## src/rtl/coin_acceptor_pkg.sv

```systemverilog
// rtl/coin_acceptor_pkg.sv - shared coin codes, coin value lookup and FSM states for coin_acceptor
package coin_pkg;

    localparam logic [1:0] COIN_10  = 2'd0;
    localparam logic [1:0] COIN_20  = 2'd1;
    localparam logic [1:0] COIN_100 = 2'd2;
    localparam logic [1:0] COIN_50  = 2'd3;

    typedef enum logic [2:0] {
        IDLE,
        MEASURE,
        CLASSIFY,
        REPORT,
        JAM
    } state_t;

    function automatic logic [6:0] coin_value(input logic [1:0] code);
        case (code)
            COIN_10: return 7'd10;
            COIN_20: return 7'd20;
            COIN_50: return 7'd50;
            default: return 7'd100;
        endcase
    endfunction

endpackage

```

## src/rtl/coin_acceptor_if.sv

```systemverilog
// rtl/coin_acceptor_if.sv - coin interface between acceptor (master) and vending controller (slave); credit exists only with COIN_ACCEPTOR_TALLY_EN
interface coin_acceptor_if;

    logic       accept_en;
    logic [1:0] coin;
    logic       drop_coin;
    logic       finish_coin;
    logic       reject;
    logic       jam;
    logic       busy;
`ifdef COIN_ACCEPTOR_TALLY_EN
    logic [10:0] credit;

    modport master (input accept_en,
                    output coin, drop_coin, finish_coin, reject, jam, busy, credit);
    modport slave  (output accept_en,
                    input coin, drop_coin, finish_coin, reject, jam, busy, credit);
`else
    modport master (input accept_en,
                    output coin, drop_coin, finish_coin, reject, jam, busy);
    modport slave  (output accept_en,
                    input coin, drop_coin, finish_coin, reject, jam, busy);
`endif

endinterface

```

## src/rtl/coin_acceptor_debouncer.sv

```systemverilog
// rtl/coin_acceptor_debouncer.sv - 2-flop synchroniser plus DEB_CYCLES stability filter with rise pulse
module input_debouncer #(
    parameter int DEB_CYCLES = 4
) (
    input  logic clk,
    input  logic reset,
    input  logic raw,
    output logic level,
    output logic rise
);

    localparam int DW = (DEB_CYCLES > 1) ? $clog2(DEB_CYCLES) : 1;

    logic          sync1;
    logic          sync2;
    logic [DW-1:0] cnt;

    // Both edges see the same delay, so a debounced pulse is as wide as the raw one.
    always_ff @(posedge clk) begin
        if (reset) begin
            sync1 <= 1'b0;
            sync2 <= 1'b0;
            cnt   <= '0;
            level <= 1'b0;
            rise  <= 1'b0;
        end else begin
            sync1 <= raw;
            sync2 <= sync1;
            rise  <= 1'b0;
            if (sync2 == level) begin
                cnt <= '0;
            end else if (cnt == DW'(DEB_CYCLES - 1)) begin
                level <= sync2;
                rise  <= sync2;
                cnt   <= '0;
            end else begin
                cnt <= cnt + 1'b1;
            end
        end
    end

endmodule

```

## src/rtl/coin_acceptor.sv

```systemverilog
// rtl/coin_acceptor.sv - coin slot front-end: width measurement, classification, jam and session control
// Optional running credit output enabled by COIN_ACCEPTOR_TALLY_EN.
module coin_acceptor
    import coin_pkg::*;
#(
    parameter int DEB_CYCLES   = 4,
    parameter int MIN_WIDTH    = 8,
    parameter int T10_MAX      = 20,
    parameter int T20_MAX      = 40,
    parameter int T50_MAX      = 60,
    parameter int T100_MAX     = 80,
    parameter int CNT_W        = 8,
    parameter int IDLE_TIMEOUT = 1000,
    parameter int TO_W         = 16
) (
    input  logic             clk,
    input  logic             reset,
    input  logic             sense,
    input  logic             done_btn,
    coin_acceptor_if.master  bus
);

    localparam logic [CNT_W-1:0] CNT_MAX = '1;

    logic sense_lvl, sense_rise;
    logic done_lvl_unused, done_rise;

    input_debouncer #(.DEB_CYCLES(DEB_CYCLES)) u_sense_deb (
        .clk(clk), .reset(reset), .raw(sense), .level(sense_lvl), .rise(sense_rise)
    );

    input_debouncer #(.DEB_CYCLES(DEB_CYCLES)) u_done_deb (
        .clk(clk), .reset(reset), .raw(done_btn), .level(done_lvl_unused), .rise(done_rise)
    );

    state_t           state;
    logic [CNT_W-1:0] width;
    logic [TO_W-1:0]  to_cnt;
    logic             accept_q;
    logic             session_open;
    logic             coin_seen;
    logic             done_pend;

    logic accept_rise, to_hit, finish_req;
    assign accept_rise = bus.accept_en & ~accept_q;
    assign to_hit      = coin_seen && (to_cnt == TO_W'(IDLE_TIMEOUT - 1));
    assign finish_req  = session_open && bus.accept_en && (done_rise || done_pend || to_hit);

`ifdef COIN_ACCEPTOR_TALLY_EN
    logic [11:0] credit_sum;
    assign credit_sum = {1'b0, bus.credit} + 12'(coin_value(bus.coin));
`endif

    always_ff @(posedge clk) begin
        if (reset) begin
            state           <= IDLE;
            width           <= '0;
            to_cnt          <= '0;
            accept_q        <= 1'b0;
            session_open    <= 1'b0;
            coin_seen       <= 1'b0;
            done_pend       <= 1'b0;
            bus.coin        <= COIN_10;
            bus.drop_coin   <= 1'b0;
            bus.finish_coin <= 1'b0;
            bus.reject      <= 1'b0;
            bus.jam         <= 1'b0;
            bus.busy        <= 1'b0;
`ifdef COIN_ACCEPTOR_TALLY_EN
            bus.credit      <= '0;
`endif
        end else begin
            accept_q        <= bus.accept_en;
            bus.drop_coin   <= 1'b0;
            bus.finish_coin <= 1'b0;
            bus.reject      <= 1'b0;

            if (!bus.accept_en)
                done_pend <= 1'b0;
            else if (done_rise && state != IDLE && session_open)
                done_pend <= 1'b1;

            case (state)
                IDLE: begin
                    if (finish_req) begin
                        bus.finish_coin <= 1'b1;
                        session_open    <= 1'b0;
                        done_pend       <= 1'b0;
                    end else if (session_open && coin_seen && !to_hit) begin
                        to_cnt <= to_cnt + 1'b1;
                    end
                    // The rise cycle itself is the first high cycle of the coin.
                    if (sense_rise) begin
                        width    <= CNT_W'(1);
                        state    <= MEASURE;
                        bus.busy <= 1'b1;
                    end
                end
                MEASURE: begin
                    if (!sense_lvl) begin
                        state <= CLASSIFY;
                    end else if (width == CNT_MAX) begin
                        state      <= JAM;
                        bus.jam    <= 1'b1;
                        bus.reject <= 1'b1;
                    end else begin
                        width <= width + 1'b1;
                    end
                end
                CLASSIFY: begin
                    if (width < CNT_W'(MIN_WIDTH) || width > CNT_W'(T100_MAX) || !bus.accept_en) begin
                        bus.reject <= 1'b1;
                        bus.busy   <= 1'b0;
                        state      <= IDLE;
                    end else begin
                        if (width <= CNT_W'(T10_MAX))      bus.coin <= COIN_10;
                        else if (width <= CNT_W'(T20_MAX)) bus.coin <= COIN_20;
                        else if (width <= CNT_W'(T50_MAX)) bus.coin <= COIN_50;
                        else                               bus.coin <= COIN_100;
                        state <= REPORT;
                    end
                end
                REPORT: begin
                    bus.drop_coin <= 1'b1;
                    coin_seen     <= 1'b1;
                    to_cnt        <= '0;
                    bus.busy      <= 1'b0;
                    state         <= IDLE;
`ifdef COIN_ACCEPTOR_TALLY_EN
                    bus.credit    <= credit_sum[11] ? 11'h7FF : credit_sum[10:0];
`endif
                end
                JAM: begin
                    if (!sense_lvl) begin
                        bus.jam  <= 1'b0;
                        bus.busy <= 1'b0;
                        state    <= IDLE;
                    end
                end
                default: state <= IDLE;
            endcase

            if (accept_rise) begin
                session_open <= 1'b1;
                to_cnt       <= '0;
                coin_seen    <= 1'b0;
`ifdef COIN_ACCEPTOR_TALLY_EN
                bus.credit   <= '0;
`endif
            end
        end
    end

endmodule
```

## src/flat_wrapper.sv

```systemverilog
// flat-port wrapper written by rule: the top's interface ports become plain ports
module coin_acceptor_flat import coin_pkg::*;
#(
    parameter int DEB_CYCLES   = 4,
    parameter int MIN_WIDTH    = 8,
    parameter int T10_MAX      = 20,
    parameter int T20_MAX      = 40,
    parameter int T50_MAX      = 60,
    parameter int T100_MAX     = 80,
    parameter int CNT_W        = 8,
    parameter int IDLE_TIMEOUT = 1000,
    parameter int TO_W         = 16
)
  (clk, reset, sense, done_btn, bus_accept_en, bus_coin, bus_drop_coin, bus_finish_coin, bus_reject, bus_jam, bus_busy);
  coin_acceptor_if bus_i ();
  input  logic clk;
  input  logic reset;
  input  logic sense;
  input  logic done_btn;
  input wire logic [$bits(bus_i.accept_en)-1:0] bus_accept_en;
  output wire logic [$bits(bus_i.coin)-1:0] bus_coin;
  output wire logic [$bits(bus_i.drop_coin)-1:0] bus_drop_coin;
  output wire logic [$bits(bus_i.finish_coin)-1:0] bus_finish_coin;
  output wire logic [$bits(bus_i.reject)-1:0] bus_reject;
  output wire logic [$bits(bus_i.jam)-1:0] bus_jam;
  output wire logic [$bits(bus_i.busy)-1:0] bus_busy;
  assign bus_i.accept_en = bus_accept_en;
  assign bus_coin = bus_i.coin;
  assign bus_drop_coin = bus_i.drop_coin;
  assign bus_finish_coin = bus_i.finish_coin;
  assign bus_reject = bus_i.reject;
  assign bus_jam = bus_i.jam;
  assign bus_busy = bus_i.busy;
  coin_acceptor #(.DEB_CYCLES(DEB_CYCLES), .MIN_WIDTH(MIN_WIDTH), .T10_MAX(T10_MAX), .T20_MAX(T20_MAX), .T50_MAX(T50_MAX), .T100_MAX(T100_MAX), .CNT_W(CNT_W), .IDLE_TIMEOUT(IDLE_TIMEOUT), .TO_W(TO_W)) u_core (.clk(clk), .reset(reset), .sense(sense), .done_btn(done_btn), .bus(bus_i));
endmodule
```

## config.mk

```make
export PLATFORM = sky130hd
export DESIGN_NAME = coin_acceptor_flat
export DESIGN_NICKNAME = d
export VERILOG_FILES = /design/src/rtl/coin_acceptor_pkg.sv /design/src/rtl/coin_acceptor_if.sv /design/src/rtl/coin_acceptor_debouncer.sv /design/src/rtl/coin_acceptor.sv /design/src/flat_wrapper.sv
export SDC_FILE = /design/constraint.sdc
export NUM_CORES = 1
export LEC_CHECK = 0
export BUFFER_PORTS_ARGS = -buffer_cell sky130_fd_sc_hd__buf_2
export CAP_MARGIN = 0
export CORE_MARGIN = 3
export CORE_UTILIZATION = 40
export DETAILED_ROUTE_END_ITERATION = 10
export SYNTH_ARGS = -nofsm -noshare
export SYNTH_HDL_FRONTEND = slang
export SYNTH_SLANG_ARGS = --single-unit
```

## constraint.sdc

```tcl
create_clock -name clk -period 2 [get_ports clk]
set_input_delay 0.1 -clock clk [delete_from_list [all_inputs] [get_ports clk]]
set_output_delay 0.1 -clock clk [all_outputs]
set_load 0.05 [all_outputs]
```

==> results.py, run 1 <==
metrics = {
    "pwr": {
        "ir_drop_mv": 0.332,
        "power.internal_mw": 1.27,
        "power.share.switching_pct": 22.8,
        "clkPwrFrac_pct": 35.4,
        "pwr-share-seq_pct": 61.2,
        "leakage_nw": 1.14,
        "power.density_mw_per_mm2": 519,
        "power_switching_mw": 0.375,
        "p_comb_share_pct": 3.4,
    },
    "synthesis": {
        "synth_ff_type": "dfxtp_1",
        "synth_area_mm2": 0.00251,
        "yosysSeqAreaShare_pct": 39.9,
        "synth.avg_cell_area_um2": 9.47,
        "syn_inst": 265,
        "ys_async_sr_fraction_pct": 0,
        "synthDistinctLibCells": 62,
        "ys_ff_latch": 50,
        "yosys-top-cells-area": "dfxtp_1 40%, or4_2 3.5%, nor2_1 3.3%, ha_1 2.5%, a21oi_2 2.4%",
        "yosysTopAreaCell": "dfxtp_1",
        "synth_edf_count": 0,
        "yosysWarnings": 0,
        "synth_top_area_share_pct": 39.9,
        "synth_nets": 275,
    },
    "route": {
        "viasPerCell": 5.50,
        "ant_nets": 0,
        "drt_iter0_markers": 68,
        "vias": 2113,
        "firstDrtPassIters": 4,
        "drc": 0,
        "drt_wl_total_um": 5880,
        "wl_per_cell_um": 15.3,
    },
    "setup_path": {
        "cp_max_fo": 6,
        "path_cells": "or4_4, nor4_4, buf_4, o311ai_4, buf_4, nand4b_1, a21oi_2",
        "cp_top_family": "simple AND/OR/NAND/NOR gates",
        "worst_setup_path_end_kind": "flop",
        "cp.required_ps": 2180,
        "critPathSlowestCell": "or4_4",
        "criticalPathCategory": "reg -> reg",
        "path_buf_inv": 2,
        "crit_top_cell": "buf_4",
        "crit_arrival_ps": 2320,
        "worstSetupStartpointType": "flop",
        "crit_path_max_incr_delay_ps": 560,
    },
    "global_routing": {
        "grt_pass1_vias": 1904,
        "grt_pass1_wl_um": 9170,
        "overflow": 0,
        "antenna_found_initial": 0,
        "grt_max_degree": 25,
        "grt_usage_pct": 15.5,
    },
    "sta": {
        "rsz0062_at_grt": "true",
        "setup_viol": 19,
        "hold_viol": 0,
        "tightest_slew_ps": 671,
        "layout_min_cycle_time_ps": 2140,
        "setup_ws_ps": -140,
        "max_freq_ghz": 0.467,
        "finalCritPeriodShare_pct": 107,
        "fin_skew_ps": 2.69,
        "drv_slew": 0,
        "maxSlewHeadroom_pct": 54.7,
    },
    "layout": {
        "drive_gt1_share_pct": 35.6,
        "antenna_cells": 0,
        "area_growth_pct": 26.4,
        "nNetsFinal": 318,
        "fin_area_mm2": 0.00317,
    },
    "floorplanning": {
        "core-area_mm2": 0.00599,
        "num_io_pins": 12,
        "die_area_mm2": 0.00726,
        "die_y_um": 85.2,
        "initial_core_util_pct": 41.9,
        "rows": 28,
        "die_x_um": 85.2,
    },
    "run": {
        "maxCapViolations": 0,
    },
    "placed_design": {
        "post_dp_cell_area_mm2": 0.00279,
        "io_buffers": 11,
        "hpwl_um": 3640,
        "place_ws_ps": -89.4,
        "place_congestion": 0.818,
    },
    "cts": {
        "cts_buffers": 5,
        "cts_tree": "built",
        "max-clock-path-buffers": 2,
        "htree_levels": 2,
        "clkLatencyLatePin_ps": 300,
        "cts_sinks": 50,
        "cts_root_buf": "clkbuf_8",
        "cts.clk_slew.worst_paths_ps": 90,
    },
    "outcome": {
        "status": "finished, violations left",
        "failed_checks": "setup timing",
    },
    "min_path": {
        "hold_class": "in -> reg",
    },
}
==> power groups by stage <==
stage | clock, mW | combinational, mW | sequential, mW
after global placement | 0 | 0.0473 | 1.03
final | 0.582 | 0.0562 | 1.01
after global routing | 0.632 | 0.0631 | 1.01
after detailed placement | 0 | 0.0476 | 1.03
after CTS | 0.610 | 0.0524 | 1.01
after floorplan | 0 | 0.0324 | 1.03
==> area by class of cell <==
cell class | instances | area (um2)
fill | 533 | 2820
multi-input combinational | 192 | 1540
sequential | 50 | 1000
timing repair buffer | 49 | 409
tap | 75 | 93.8
clock buffer | 6 | 72.6
inverter | 10 | 37.5
clock inverter | 2 | 13.8
==> repair_timing <==
item / CTS / global route
setup buffers: 0 / 6
setup endpoints to repair: 19 / 22
cloned: 1 / 3
endpoints found under the hold margin: 2 / 0
pin swaps: 5 / 18
hold buffers: 2 / 0
gates resized for setup: 8 / 23
==> worst reg2reg max path: stages (launching register included) <==
cell	delay, ps
dfxtp_2	330
or4_4	560
nor4_4	470
buf_4	200
o311ai_4	110
buf_4	180
nand4b_1	90
a21oi_2	70
==> final timing paths <==
kind                             start                   endpoint  slack [ps]  depth (start not counted)
min reg2reg  u_core.u_sense_deb.cnt[0]  u_core.u_sense_deb.cnt[0]         430                          1
max reg2reg          u_core.to_cnt[12]          u_core.to_cnt[14]        -140                          7
max                  u_core.to_cnt[12]          u_core.to_cnt[14]        -140                          7
min                      bus_accept_en            u_core.accept_q         190                          2
==> through the flow <==
step	hold WS [ps]	TNS, ps	power, mW	cells	util (%)
global placement	318	-188	1.08	364	46.6
global route	175	-2930	1.70	384	52.9
CTS	134	-815	1.67	375	49.0
finish	185	-1870	1.64	384	52.9
floorplan	180	0	1.06	265	-
detailed placement	322	-666	1.08	364	46.6
==> state kept, by name, summed over array words and instances (netlist names), 2 cells and up <==
name	cells
u_core.state	3
u_core.u_sense_deb.cnt	2
u_core.bus.coin	2
u_core.width	8
u_core.to_cnt	16
u_core.u_done_deb.cnt	2
==> placed cells by master (no fill, tap or decap), types with 3 or more instances in the layout <==
cell type / netlist / routed
a21oi_1: 10 / 8
a21oi_2: 7 / 9
and2_1: 4 / 4
and3_1: 5 / 5
and4_1: 5 / 5
buf_2: 2 / 11
buf_4: 1 / 31
clkbuf_8: 0 / 5
dfxtp_1: 50 / 47
dfxtp_2: 0 / 3
ha_1: 5 / 3
inv_1: 10 / 8
mux2i_1: 5 / 5
nand2_1: 9 / 9
nand2b_1: 6 / 6
nand3_1: 7 / 6
nand3b_1: 4 / 4
nand4_1: 7 / 7
nor2_1: 22 / 22
nor2b_1: 7 / 7
nor3_1: 3 / 3
o211ai_1: 4 / 4
o21ai_0: 4 / 4
o311a_4: 1 / 3
o31a_2: 3 / 3
o31ai_1: 8 / 5
or3_1: 4 / 4
or4_2: 10 / 6
or4_4: 0 / 5
xor2_1: 6 / 6
==> Yosys cell counts (6+ instances only) <==
cell / number
o31ai_1: 8
xor2_1: 6
nand4_1: 7
nor2b_1: 7
nand2_1: 9
inv_1: 10
nor2_1: 22
or4_2: 10
nand3_1: 7
a21oi_1: 10
a21oi_2: 7
dfxtp_1: 50
clkbuf_1: 8
nand2b_1: 6
==> metal layers <==
| metal | routed length [um] | share of wire, % | track usage (%) |
|---|---|---|---|
| met4 | 100 | 1.7 | 4.75 |
| met3 | 119 | 2.0 | 3.20 |
| met2 | 2620 | 45 | 23.2 |
| met1 | 3040 | 52 | 22.4 |
| met5 | 0 | 0 | 0 |
==> cell families after synthesis <==
| group | count (synthesis) | share of synthesized area, % |
|---|---|---|
| and+or+nand+nor | 110 | 27.7 |
| adders and majority gates | 5 | 2.49 |
| xor gates and xnor gates | 8 | 2.79 |
| muxes | 5 | 2.00 |
| buffers and inverters | 25 | 5.69 |
| AOI/OAI and AO/OA | 62 | 19.4 |
| DFF | 50 | 39.9 |
Power figures use the tool's default switching activity.
==> run 2, diff against run 1 <==
- ABC_CLOCK_PERIOD_IN_PS: unset -> 2000
- CORE_UTILIZATION: 40 -> 33
==> run 2 against run 1 <==
Effect of this change: the flow still finishes with violations (setup timing); die area increased by 20%; non-clock buffer count increased by 10; total power grew 3.7%; final cell count up 8.9%; design area rose by 2.6%; utilization decreased by 8.5 points; clock skew up 8.5 ps; largest cell class unchanged; highest routed layer unchanged.
==> results.py, run 2 (same netlist as run 1, synthesis figures left out) <==
metrics = {
    "outcome": {
        "status": "finished, violations left",
        "failed_checks": "setup timing",
    },
    "sta": {
        "tightest_slew_ps": 368,
        "rsz0062_at_grt": "true",
        "maxSlewHeadroom_pct": 74.8,
        "setup_viol": 15,
        "layout_min_cycle_time_ps": 2100,
        "setup_ws_ps": -99.4,
        "timing.hold.ws_ps": 76.4,
        "max_freq_ghz": 0.476,
        "finalCritPeriodShare_pct": 105,
        "setup-tns-final_ps": -726,
        "fin_skew_ps": 11.2,
        "drv_slew": 0,
        "hold_viol": 0,
    },
    "pwr": {
        "p_total_mw": 1.71,
        "power.density_mw_per_mm2": 524,
        "ir_drop_mv": 0.351,
        "leakage_nw": 1.19,
    },
    "layout": {
        "layout_common_cells": "44 x dfxtp_1, 38 x buf_4, 21 x nor2_1",
        "largest_reg_flops": 16,
        "top_regs": "u_core.to_cnt x16, u_core.width x8, u_core.state x3",
        "top_register": "u_core.to_cnt",
        "post-route-util_pct": 44.4,
        "nNetsFinal": 328,
        "antenna_cells": 0,
        "drive_gt1_share_pct": 38.2,
        "area_growth_pct": 29.7,
        "layout_commonest_cell": "dfxtp_1",
    },
    "placed_design": {
        "place_congestion": 0.783,
        "place_ws_ps": -92.3,
        "io_buffers": 11,
        "hpwl_um": 3800,
    },
    "setup_path": {
        "cp.required_ps": 2250,
        "crit_arrival_ps": 2350,
        "worstSetupStartpointType": "flop",
        "worst_setup_path_end_kind": "flop",
        "criticalPathCategory": "reg -> reg",
        "cp_max_fo": 6,
    },
    "route": {
        "firstDrtPassIters": 4,
        "drt_wl_total_um": 6000,
        "viasPerCell": 5.24,
        "wl_per_cell_um": 14.4,
        "drc": 0,
        "vias": 2191,
        "drt_iter0_markers": 110,
        "ant_nets": 0,
    },
    "cts": {
        "htree_levels": 2,
        "cts_buffers": 5,
        "cts_root_buf": "clkbuf_8",
        "cts_sinks": 50,
        "cts.clk_slew.worst_paths_ps": 100,
        "clkLatencyLatePin_ps": 310,
        "cts_tree": "built",
        "max-clock-path-buffers": 2,
    },
    "floorplanning": {
        "core-area_mm2": 0.00733,
        "initial_core_util_pct": 34.2,
        "die_y_um": 93.2,
        "die_x_um": 93.2,
        "num_io_pins": 12,
        "rows": 31,
        "die_area_mm2": 0.00868,
    },
    "run": {
        "maxCapViolations": 0,
    },
    "min_path": {
        "hold_class": "in -> reg",
    },
    "global_routing": {
        "grt_max_degree": 17,
        "antenna_found_initial": 0,
        "overflow": 0,
        "grt_pass1_vias": 2075,
        "grt_usage_pct": 14.4,
        "grt_pass1_wl_um": 10100,
    },
}
[run 2: changes by cell type in the layout (fill, tap and decap cells not counted), moves of 2 or more]
cell,change
or4_4,+6
o31ai_4,-2
clkbuf_16,-2
dfxtp_2,+3
buf_4,+7
or4_2,-6
buf_6,+6
dfxtp_1,-3
o31ai_1,+3
[run 2: cell type report]
type | instances | area (um2)
Fill cell | 696 | 4080
Multi-Input combinational cell | 192 | 1530
Sequential cell | 50 | 1010
Timing Repair Buffer | 59 | 459
Tap cell | 99 | 124
Clock buffer | 6 | 82.6
Inverter | 10 | 37.5
Clock inverter | 2 | 16.3
[run 2: layer usage]
metal | vias to the layer above | track usage [%] | part of all wire (%)
met5 | - | 0 | 0
met4 | 0 | 4.76 | 1.8
met3 | 11 | 2.90 | 1.9
met2 | 22 | 23.9 | 48
met1 | 1062 | 18.6 | 48
li1 | 1096 | - | -
[run 2: path summary, 6_finish.rpt]
check | from | to | slack [ps] | depth (start not counted)
max | u_core.to_cnt[1] | u_core.to_cnt[9] | -100 | 9
min reg2reg | u_core.u_done_deb.cnt[0] | u_core.u_done_deb.cnt[0] | 430 | 1
max reg2reg | u_core.to_cnt[1] | u_core.to_cnt[9] | -100 | 9
min | reset | u_core.state[0] | 80 | 2
[run 2: critical path: stages, from the launching register on]
cell and delay, ps:
dfxtp_2 350, ha_4 160, nand4b_1 140, nor4_4 70, buf_4 150, o311a_4 320
buf_6 140, buf_6 110, or4_4 470, a21oi_2 130
[run 2: stage by stage]
step | area, um2 | std cells
after detailed placement | 2820 | 390
after floorplan | 2510 | 265
final | 3250 | 418
after global routing | 3250 | 418
after CTS | 3170 | 413
after global placement | 2820 | 390
[run 2: repair_timing]
item	in CTS	in global routing
buffers inserted	12	4
hold endpoints to repair	2	0
gates resized for setup	33	13
setup endpoints to repair	18	23
pin swaps	19	12
cloned	1	1
hold buffers	2	0
[run 2: report_power, final]
part | internal, mW | total, mW | switching, mW
Sequential | 1.00 | 1.01 | 0.00420
Clock | 0.285 | 0.641 | 0.356
Combinational | 0.0217 | 0.0580 | 0.0363
Total | 1.31 | 1.71 | 0.396
